`src/rtl/tff_bank_ctr_if.sv`:
```
// Control/data bundle for tff_bank_ctr: the bench drives the master side,
// and the bank implements the slave side.
interface tff_bank_ctr_if #(
  parameter int unsigned WIDTH = 8
);
  logic             en;
  logic [1:0]       mode;
  logic [WIDTH-1:0] t;
  logic [WIDTH-1:0] load_val;
  logic [WIDTH-1:0] q;
  logic [WIDTH-1:0] qb;
  logic             tc;
  logic             chg;

  modport master (
    output en, mode, t, load_val,
    input  q, qb, tc, chg
  );

  modport slave (
    input  en, mode, t, load_val,
    output q, qb, tc, chg
  );
endinterface

```
`src/rtl/tff_bank_ctr.sv`:
```
// WIDTH-bit T flip-flop bank with toggle, up/down count and load modes.
// Define TFF_BANK_SAT_EN to make the count modes saturate instead of wrapping.
module tff_bank_ctr #(
  parameter int unsigned      WIDTH   = 8,
  parameter logic [WIDTH-1:0] RST_VAL = '0
) (
  input logic          clk,
  input logic          rst,
  tff_bank_ctr_if.slave bus
);

  localparam logic [WIDTH-1:0] Ones = '1;
  localparam logic [WIDTH-1:0] Zero = '0;
  localparam logic [WIDTH-1:0] One  = WIDTH'(1);

  logic [WIDTH-1:0] q_q, q_d;
  logic             tc_q, tc_d;
  logic             chg_q, chg_d;

  always_comb begin
    q_d  = q_q;
    tc_d = 1'b0;
    if (bus.en) begin
      unique case (bus.mode)
        2'b00: q_d = q_q ^ bus.t;
        2'b01: begin
`ifdef TFF_BANK_SAT_EN
          q_d  = (q_q == Ones) ? q_q : q_q + One;
          tc_d = (q_d == Ones);
`else
          q_d  = q_q + One;
          tc_d = (q_q == Ones);
`endif
        end
        2'b10: begin
`ifdef TFF_BANK_SAT_EN
          q_d  = (q_q == Zero) ? q_q : q_q - One;
          tc_d = (q_d == Zero);
`else
          q_d  = q_q - One;
          tc_d = (q_q == Zero);
`endif
        end
        2'b11: q_d = bus.load_val;
        default: q_d = q_q;
      endcase
    end
    // With en low q_d equals q_q, so chg drops naturally on hold.
    chg_d = (q_d != q_q);
  end

  always_ff @(posedge clk) begin
    if (!rst) begin
      q_q   <= RST_VAL;
      tc_q  <= 1'b0;
      chg_q <= 1'b0;
    end else begin
      q_q   <= q_d;
      tc_q  <= tc_d;
      chg_q <= chg_d;
    end
  end

  assign bus.q   = q_q;
  assign bus.qb  = ~q_q;
  assign bus.tc  = tc_q;
  assign bus.chg = chg_q;

endmodule

```
`src/flat_wrapper.sv`:
```
// flat-port wrapper written by rule: the top's interface ports become plain ports
module tff_bank_ctr_flat 
#(
  parameter int unsigned      WIDTH   = 8,
  parameter logic [WIDTH-1:0] RST_VAL = '0
)
  (clk, rst, bus_en, bus_mode, bus_t, bus_load_val, bus_q, bus_qb, bus_tc, bus_chg);
  tff_bank_ctr_if #(.WIDTH(WIDTH)) bus_i ();
  input logic clk;
  input logic rst;
  input wire logic [$bits(bus_i.en)-1:0] bus_en;
  input wire logic [$bits(bus_i.mode)-1:0] bus_mode;
  input wire logic [$bits(bus_i.t)-1:0] bus_t;
  input wire logic [$bits(bus_i.load_val)-1:0] bus_load_val;
  output wire logic [$bits(bus_i.q)-1:0] bus_q;
  output wire logic [$bits(bus_i.qb)-1:0] bus_qb;
  output wire logic [$bits(bus_i.tc)-1:0] bus_tc;
  output wire logic [$bits(bus_i.chg)-1:0] bus_chg;
  assign bus_i.en = bus_en;
  assign bus_i.mode = bus_mode;
  assign bus_i.t = bus_t;
  assign bus_i.load_val = bus_load_val;
  assign bus_q = bus_i.q;
  assign bus_qb = bus_i.qb;
  assign bus_tc = bus_i.tc;
  assign bus_chg = bus_i.chg;
  tff_bank_ctr #(.WIDTH(WIDTH), .RST_VAL(RST_VAL)) u_core (.clk(clk), .rst(rst), .bus(bus_i));
endmodule
```
`config.mk`:
```
export PLATFORM = sky130hd
export DESIGN_NAME = tff_bank_ctr_flat
export DESIGN_NICKNAME = d
export VERILOG_FILES = /design/src/rtl/tff_bank_ctr_if.sv /design/src/rtl/tff_bank_ctr.sv /design/src/flat_wrapper.sv
export SDC_FILE = /design/constraint.sdc
export NUM_CORES = 1
export LEC_CHECK = 0
export CORE_UTILIZATION = 44
export CTS_CLUSTER_DIAMETER = 50
export DETAILED_ROUTE_END_ITERATION = 7
export HOLD_SLACK_MARGIN = 0.02
export PLACE_DENSITY = 0.77
export SLEW_MARGIN = 0
export SYNTH_ARGS = -nofsm -noshare
export SYNTH_HDL_FRONTEND = slang
export SYNTH_SLANG_ARGS = --single-unit
```
`constraint.sdc`:
```
create_clock -name clk -period 2.4 [get_ports clk]
set_input_delay 0.36 -clock clk [delete_from_list [all_inputs] [get_ports clk]]
set_output_delay 0.36 -clock clk [all_outputs]
set_load 0.01 [all_outputs]
```
==> summary.txt <==
Layout Cells excl Fill -> 330
DRC violations left -> 0
worst r2r dst -> u_core.bus.chg$_SDFF_PN0_
most frequent cells in the layout -> buf_4, clkdlybuf4s50_1, nand2_1
clock buffer depth -> 2
CP delay by family, top -> compound AO/OA/AOI/OAI gates
wire per inst -> 15.3 um
Core Area -> 3080 um2
Area growth, synth to finish -> 53.1%
Buf/Inv on CP -> 5
I/O pins -> 39
share of layout cells above drive strength 1 -> 0.220
CP arrival -> 2440 ps
setup TNS -> 0 ps
Synth Register Bits -> 10
vias in the first global route -> 1732
first-pass GRT wire length -> 8.05 mm
Max FO, Critical Path -> 7
outcome -> completed
Final Cycle Share -> 0.954
RSZ-0062 raised after global routing -> true
Antenna Cells -> 0
fmax -> 437 MHz
Synth Cell Area -> 1440 um2
HPWL after DPL -> 3.81 mm
commonest non-fill, non-tap cell in the layout -> buf_4
Hold Buf Count CTS -> 0
Pre-Repair DR Iteration Count -> 4
antenna viol nets, final -> 0
Setup violations, final -> 0
worst-margin pin slew -> 523 ps
max-cap violations -> 0
slew margin rel. -> 0.651
EDFF count, synth -> 0
row count -> 20
CP max stage delay -> 380 ps
Setup CP Type -> primary input to flop
reg-to-reg slack, setup -> 160 ps
max-slew violations -> 0
RR Startpoint -> u_core.bus.q[2]$_SDFF_PN0_
ys async rst share -> 0
post-route cell area -> 2210 um2
initial antenna violation count -> 0
Die X -> 59.3 um
Setup WS pre-CTS -> -413 ps
die extent in y -> 59.3 um
CP Cell Sequence -> dlygate4sd2_1, inv_2, buf_4, ha_2, buf_4, nand2_1, buf_4, nor2_1, nor3b_1, a221oi_1, a41o_1, a41oi_2
critical path required time -> 2550 ps
Clk pin slew, worst setup/hold paths -> 80 ps
DR vias/cell -> 5.75
Global Route Usage Sum -> 0.303
GRT overflow -> 0
Routed WL -> 5.04 mm
largest net degree at the start of global routing -> 20
# port buffers -> 38
worst-skew pair later-pin latency -> 270 ps
Inst Count DP -> 326
Post-Route Skew -> 6.17 ps
DRT iter0 DRCs -> 126
Yosys Warn Count -> 0
worst hold stages -> 2
Syn Area/Cell -> 6.68 um2
fin worst setup slack -> 111 ps
Top FF cell, synth -> dfxtp_1
min cycle time layout -> 2290 ps
crit start category -> primary input
VDD IR max -> 312 uV
CTS tree -> done
post-synthesis sequential area ratio -> 0.139
Yosys cell types -> 52
Placed Area -> 2160 um2
final net count -> 315
Post-Synthesis Cells -> 216
most used cell, CP -> buf_4
Die ar. -> 3510 um2
Hold Path Class -> flop to flop
CTS sink count -> 10
Inserted Clock Buffers -> 3
R2R cell count -> 7
Slowest-stage cell, CP -> a221oi_1
Worst Hold Endpoint -> u_core.bus.tc$_SDFF_PN0_
Lkg Pwr -> 0.891 nW
H-tree levels -> 1
Syn Nets -> 243
Root Buffer -> clkbuf_4
worst hold start -> u_core.bus.q[7]$_SDFF_PN0_
GP Congestion -> 0.904
vias -> 1898
final hold violation count -> 0
Power Dens Cells -> 348 nW/um2
CP Capture Type -> flop
initial cell density of the core -> 0.469
logic make-up after synthesis:
family	count (synthesis)	synth area share
AOI/OAI and AO/OA	76	0.361
xor gates and xnor gates	10	0.0607
adders and majority gates	6	0.0520
buffers and inverters	32	0.0989
DFF	10	0.139
muxes	1	0.00694
and+or+nand+nor	81	0.282
layout make-up:
cell class	count	area (um2)
Clock buffer	3	22.5
Fill cell	279	870
Inverter	15	56.3
Multi-Input combinational cell	174	1130
Sequential cell	10	200
Tap cell	44	55.1
Timing Repair Buffer	84	739
power breakdown:
part	switching, W	total, W	internal (W)
sequential	0.0000325	0.000212	0.000179
clock	0.0000658	0.000124	0.0000580
combinational	0.000203	0.000432	0.000229
cell usage after synthesis, drive strengths merged, types with 3 or more instances:
library cell,instances,area share
a211oi,5,0.026
ha,6,0.052
a22oi,4,0.021
inv,15,0.039
nor2b,6,0.026
nand3,9,0.031
nor2,17,0.044
nand2,19,0.049
a31oi,3,0.013
nor3,4,0.014
o21ai,15,0.052
or3,6,0.026
xor2,4,0.024
buf,12,0.047
nand4,3,0.013
clkbuf,5,0.013
a21oi,19,0.066
a21o,3,0.016
dfxtp,10,0.14
o22ai,4,0.017
and2,3,0.013
nor3b,3,0.016
nand2b,8,0.035
xnor2,6,0.036
worst reg2reg max path, cell delays in order (launching register included):
cell and delay, ps:
dfxtp_1 650, nand3_1 180, nor3_1 300, a2111oi_0 100, a222oi_1 400, nand2_1 140, a41o_1 230, a41oi_2 180
per-layer routing:
layer | up-vias | global-route usage | share of wire
met5 | - | 0 | 0
met3 | 10 | 0.0284 | 0.048
li1 | 929 | - | -
met4 | 0 | 0.0646 | 0.016
met2 | 80 | 0.531 | 0.50
met1 | 879 | 0.400 | 0.43
registers in the layout, indices dropped and copies added, names as in the netlist:
signal,cells
u_core.bus.chg,1
u_core.bus.q,8
u_core.bus.tc,1
worst max-delay path by stage:
stage          slack (ps)  cells after the start                    endpoint         from
2_1_floorplan         0.1                     13  u_core.bus.q[6]$_SDFF_PN0_  bus_mode[0]
3_3_place_gp         -380                     12  u_core.bus.q[6]$_SDFF_PN0_  bus_mode[0]
3_5_place_dp         -410                     12  u_core.bus.q[6]$_SDFF_PN0_  bus_mode[0]
4_1_cts                90                     12  u_core.bus.q[6]$_SDFF_PN0_  bus_mode[0]
5_1_grt               -30                     12  u_core.bus.q[6]$_SDFF_PN0_  bus_mode[0]
6_report              110                     12   u_core.bus.chg$_SDFF_PN0_  bus_mode[0]
metrics by stage:
step | util | hold slack [ps] | power, W
floorplan | - | 489 | 0.000431
global placement | 0.700 | 620 | 0.000623
detailed placement | 0.700 | 634 | 0.000630
CTS | 0.716 | 637 | 0.000760
global route | 0.717 | 660 | 0.000810
finish | 0.717 | 649 | 0.000768
timing repair:
action	CTS	global route
gates resized for setup	8	1
setup endpoints to repair	3	3
buffers inserted	1	0
pin swaps	5	1
Power figures use the tool's default switching activity.
